## src/rtl/sysbus_arbiter.sv

```systemverilog
`default_nettype none
// ============================================================================
// Module   : sysbus_arbiter
// Brief    : Shares the 16-bit CPU system bus between the 6502 core (default
//            owner), the OAM DMA engine and the cartridge/RAM loader. A single
//            turnaround cycle separates every ownership change. The CPU is
//            stalled through RDY whenever it does not own the bus.
//            Optional CPU stall statistics: define SYSBUS_ARB_STATS_EN.
// Revision : 1.0 - initial release
// ============================================================================
module sysbus_arbiter #(
    parameter int unsigned HOLD_MAX = 0,
    parameter int unsigned CNT_W    = 16
) (
    input  logic              clk,
    input  logic              rst_n,
    input  logic [15:0]       cpu_addr,
    input  logic              cpu_rw,
    input  logic [7:0]        cpu_wdata,
    output logic              cpu_rdy,
    input  logic              dma_req,
    input  logic [15:0]       dma_addr,
    input  logic              dma_rw,
    input  logic [7:0]        dma_wdata,
    output logic              dma_gnt,
    input  logic              ldr_req,
    input  logic [15:0]       ldr_addr,
    input  logic              ldr_rw,
    input  logic [7:0]        ldr_wdata,
    output logic              ldr_gnt,
    output logic [15:0]       bus_addr,
    output logic              bus_rw,
    output logic [7:0]        bus_wdata,
    output logic              bus_valid,
    output logic [1:0]        owner
`ifdef SYSBUS_ARB_STATS_EN
    ,
    output logic [CNT_W-1:0]  stall_cnt
`endif
);

    // Hold counter only needs to reach HOLD_MAX-1; keep at least one bit.
    localparam int unsigned HOLD_W = (HOLD_MAX < 2) ? 1 : $clog2(HOLD_MAX + 1);
    localparam logic [HOLD_W-1:0] HOLD_LAST = (HOLD_MAX == 0) ? '0 : HOLD_W'(HOLD_MAX - 1);
    localparam logic [HOLD_W-1:0] HOLD_ONE  = HOLD_W'(1);

    // State encoding doubles as the owner code.
    typedef enum logic [1:0] {
        OWN_CPU = 2'd0,
        OWN_DMA = 2'd1,
        OWN_LDR = 2'd2,
        TURN    = 2'd3
    } state_t;

    state_t            state;
    state_t            state_nxt;
    logic [HOLD_W-1:0] hold_cnt;
    logic              hold_hit;
    logic              rev_dma;
    logic              rev_ldr;
    logic              revoke_dma;
    logic              revoke_ldr;

    // Elaboration guard on the parameter ranges.
    if (CNT_W < 1) begin : g_param_check
        $error("sysbus_arbiter: CNT_W must be at least 1");
    end

    // A bounded tenure has used up its slot once the counter sits at HOLD_MAX-1.
    assign hold_hit = (HOLD_MAX != 0) && (hold_cnt == HOLD_LAST);

    // Next-state selection and revoke decisions.
    always_comb begin
        state_nxt  = state;
        revoke_dma = 1'b0;
        revoke_ldr = 1'b0;
        case (state)
            OWN_CPU: begin
                if (dma_req || ldr_req) state_nxt = TURN;
            end
            TURN: begin
                if (dma_req && !rev_dma) state_nxt = OWN_DMA;
                else if (ldr_req)        state_nxt = OWN_LDR;
                else if (dma_req)        state_nxt = OWN_DMA;
                else                     state_nxt = OWN_CPU;
            end
            OWN_DMA: begin
                if (!dma_req) begin
                    state_nxt = TURN;
                end else if (hold_hit && ldr_req) begin
                    state_nxt  = TURN;
                    revoke_dma = 1'b1;
                end
            end
            OWN_LDR: begin
                if (!ldr_req) begin
                    state_nxt = TURN;
                end else if (hold_hit && dma_req) begin
                    state_nxt  = TURN;
                    revoke_ldr = 1'b1;
                end
            end
            default: state_nxt = OWN_CPU;
        endcase
    end

    // State, hold counter and revoke flags; reset abandons any tenure at once.
    always_ff @(posedge clk) begin
        if (!rst_n) begin
            state    <= OWN_CPU;
            hold_cnt <= '0;
            rev_dma  <= 1'b0;
            rev_ldr  <= 1'b0;
        end else begin
            state <= state_nxt;
            // Every tenure is entered from TURN, so clearing there starts it at 0.
            // The counter parks at HOLD_MAX-1 so a late competing request is
            // served on the next cycle instead of after a wrap.
            if (state == TURN) begin
                hold_cnt <= '0;
            end else if ((state == OWN_DMA || state == OWN_LDR) && hold_cnt != HOLD_LAST) begin
                hold_cnt <= hold_cnt + HOLD_ONE;
            end
            if (revoke_dma) begin
                rev_dma <= 1'b1;
            end else if (state == TURN && state_nxt == OWN_LDR) begin
                rev_dma <= 1'b0;
            end
            if (revoke_ldr) begin
                rev_ldr <= 1'b1;
            end else if (state == TURN && state_nxt == OWN_DMA) begin
                rev_ldr <= 1'b0;
            end
        end
    end

    assign owner   = state;
    assign cpu_rdy = (state == OWN_CPU);
    assign dma_gnt = (state == OWN_DMA);
    assign ldr_gnt = (state == OWN_LDR);

    // Bus mux selected by the current owner; TURN drives an idle read of 0.
    always_comb begin
        bus_addr  = 16'h0000;
        bus_rw    = 1'b1;
        bus_wdata = 8'h00;
        bus_valid = 1'b1;
        case (state)
            OWN_CPU: begin
                bus_addr  = cpu_addr;
                bus_rw    = cpu_rw;
                bus_wdata = cpu_wdata;
            end
            OWN_DMA: begin
                bus_addr  = dma_addr;
                bus_rw    = dma_rw;
                bus_wdata = dma_wdata;
            end
            OWN_LDR: begin
                bus_addr  = ldr_addr;
                bus_rw    = ldr_rw;
                bus_wdata = ldr_wdata;
            end
            default: bus_valid = 1'b0;
        endcase
    end

`ifdef SYSBUS_ARB_STATS_EN
    localparam logic [CNT_W-1:0] CNT_ONE = CNT_W'(1);

    // Saturating count of cycles in which the CPU is held off the bus.
    always_ff @(posedge clk) begin
        if (!rst_n) begin
            stall_cnt <= '0;
        end else if (!cpu_rdy && stall_cnt != '1) begin
            stall_cnt <= stall_cnt + CNT_ONE;
        end
    end
`endif

endmodule
`default_nettype wire

```

## config.mk

```make
export PLATFORM = sky130hd
export DESIGN_NAME = sysbus_arbiter
export DESIGN_NICKNAME = d
export VERILOG_FILES = /design/src/rtl/sysbus_arbiter.sv
export SDC_FILE = /design/constraint.sdc
export NUM_CORES = 1
export LEC_CHECK = 0
export CORE_MARGIN = 1
export CORE_UTILIZATION = 23
export DETAILED_ROUTE_END_ITERATION = 8
export PLACE_DENSITY = 0.91
export SKIP_CTS_REPAIR_TIMING = 1
export SLEW_MARGIN = 20
export SYNTH_ARGS = -nofsm -noshare
export SYNTH_HDL_FRONTEND = slang
export SYNTH_SLANG_ARGS = --single-unit
```

## constraint.sdc

```tcl
create_clock -name clk -period 2.4 [get_ports clk]
set_clock_uncertainty 0.1 [all_clocks]
set_input_delay 0.36 -clock clk [delete_from_list [all_inputs] [get_ports clk]]
set_output_delay 0.36 -clock clk [all_outputs]
set_load 0.005 [all_outputs]
```

==> metrics.yaml <==
status:
  outcome: "finished, final reports clean"
logic_synthesis:
  seq_area_frac_synth_pct: 6.25
  netlist_area_um2: 641
  ys_warn_count: 0
  avgSynthCellArea_um2: 6.41
  ys_ff_latch: 2
  yosysUniqueCellTypes: 15
  postSynthCellCount: 100
  syn-num-nets: 179
job:
  maxCapViolations: 0
clock_tree:
  cts_tree: "built"
  path_clk_slew_ns: 0.03
  cts_buffers: 3
  cts-root-buf: "clkbuf_4"
  cts_htree_levels: 1
  clk-insertion-delay-late_ns: 0.23
  cts_sinks: 2
  clockBufferDepth: 2
sta:
  setup-tns-final_ns: 0
  hold_viol: 0
  rsz0062_at_grt: "false"
  min_period_over_period_pct: 87.7
  tightestPinTransition_ns: 0.272
  drv_slew: 0
  layout_min_cycle_time_ns: 2.10
  finalSetupViolCount: 0
  fmax_mhz: 475
  relSlewSlack_pct: 81.8
die:
  die_w_um: 54.8
  dieArea_um2: 3000
  core_um2: 2540
  io_pins: 110
  die_h_um: 54.8
  rows: 18
  start_util_pct: 25.2
power_and_ir_drop:
  power_frac_comb_pct: 78.6
  ir_drop_mv: 0.229
  seq_power_share_pct: 7.4
  intPower_mw: 0.380
  p_total_mw: 0.537
  power.leakage_nw: 0.688
  switching_power_mw: 0.157
  powerDensity_nw_per_um2: 302
  power_switching_share_pct: 29.3
  power.clock.fraction_pct: 13.9
detailed_routing:
  vias: 1109
  drt-initial-drc-count: 5
  wl_um: 3060
  wl_per_cell_um: 13.0
  via_per_inst: 4.70
  antenna_left: 0
  route.detailed.drc: 0
  drt_pre_antenna_iters: 4
setup_path:
  cp.buffers_inverters: 2
  path_class: "in2out"
  worstPathMaxFanout: 1
  path_depth: 5
  timing.rr.start: "owner[0]"
  worstPathRequired_ns: 1.94
  arrival_ns: 1.64
  crit_path_end_kind: "primary output"
  cpLargestDelayFamily: "buffers and inverters"
  r2r_setup_slack_ns: 0.93
  start_kind: "input pin"
  cp_slowest_stage_delay_ns: 0.51
  cp_slowest_cell: "clkdlybuf4s50_1"
  rr_worst_depth: 3
  critPathLaunch: "cpu_rw"
  crit_chain: "clkdlybuf4s50_1 > nor2b_1 > a211oi_1 > a21oi_1 > clkdlybuf4s50_1"
  cpMostUsedCell: "clkdlybuf4s50_1"
  r2r-end: "owner[1]"
layout:
  syn2layout_area_growth_pct: 177
  fin_util_pct: 69.8
  fin_area_um2: 1780
  n_antenna_cell: 0
  final_nets: 287
  drive_gt1_share_pct: 4.85
  largest_reg_flops: 2
global_routing:
  grt_pass1_wl_um: 4260
  overflow: 0
  antenna_found_initial: 0
  grtUsageTotal_pct: 19.5
  grt_max_degree: 34
  grt_pass1_vias: 1018
min_path:
  worstHoldPathCells: 3
  hold_start: "rst_n"
  hold_class: "in2reg"
  hold_path_end: "owner[0]"
placed_design:
  gp_congestion: 0.637
  dp_hpwl_um: 2520
  placed_area_um2: 1750
  io_buffers: 109
==> how the worst max path moves through the flow <==
stage          slack, ns           end
4_1_cts             0.29  bus_addr[12]
5_1_grt             0.19   bus_addr[7]
3_3_place_gp        0.31        bus_rw
2_1_floorplan       0.90   bus_addr[0]
6_report            0.30        bus_rw
3_5_place_dp        0.30        bus_rw
==> stage by stage <==
stage / std cells / setup WS, ns / hold WS (ns)
after floorplan: 100 / 0.898 / 0.396
after global placement: 233 / 0.313 / 0.656
after detailed placement: 233 / 0.296 / 0.685
after CTS: 236 / 0.294 / 0.615
after global routing: 236 / 0.191 / 0.623
final: 236 / 0.296 / 0.619
==> cell usage after synthesis (all sizes together) <==
| library cell | count | area share [%] |
|---|---|---|
| inv | 1 | 0.59 |
| dfxtp | 2 | 6.3 |
| nand2 | 26 | 15 |
| or4 | 1 | 1.8 |
| o21ai | 27 | 21 |
| buf | 7 | 7.8 |
| nor2 | 2 | 1.2 |
| mux2i | 24 | 37 |
| a21oi | 1 | 0.78 |
| clkbuf | 3 | 1.8 |
| and3 | 1 | 0.98 |
| nor2b | 4 | 3.9 |
| a211oi | 1 | 1.2 |
==> placed cells by master (no fill, tap or decap), types with 2 or more instances in the layout <==
master	count
clkdlybuf4s50_1	109
o21ai_0	27
nand2_1	26
mux2i_1	24
nor2b_1	3
clkbuf_4	3
buf_4	3
nor2_1	2
==> power groups by stage <==
stage | combinational [mW] | clock (mW) | sequential (mW)
final | 0.422 | 0.0749 | 0.0399
after global routing | 0.457 | 0.0868 | 0.0407
after CTS | 0.427 | 0.0774 | 0.0400
after detailed placement | 0.425 | 0 | 0.0404
after global placement | 0.416 | 0 | 0.0402
after floorplan | 0.140 | 0 | 0.0407
==> routing by layer <==
metal	share of wire (%)	track usage, %	wire (µm)	vias to the layer above
li1	-	-	-	561
met1	31	17.0	962	477
met2	54	40.0	1650	69
met3	14	6.67	440	2
met4	0.13	5.98	4	0
met5	0	0	0	-
==> worst min-delay path, cell delays in order <==
cell and delay, ns:
clkdlybuf4s50_1 0.42, o21ai_0 0.08, nor2_1 0.04
==> logic make-up after synthesis <==
logic type / synth area share (%)
simple gates: 23.0
compound gates: 23.0
flops: 6.25
buf+inv: 10.2
mux: 37.5
==> layout make-up <==
cell class / instances / area, µm²
clock buffers: 3 / 22.5
multi-input cells: 87 / 538
inverters: 1 / 3.75
well taps: 30 / 37.5
fillers: 216 / 768
flip-flops and latches: 2 / 41.3
repair buffers: 113 / 1130
No activity file was read; power rests on OpenSTA's default activity.
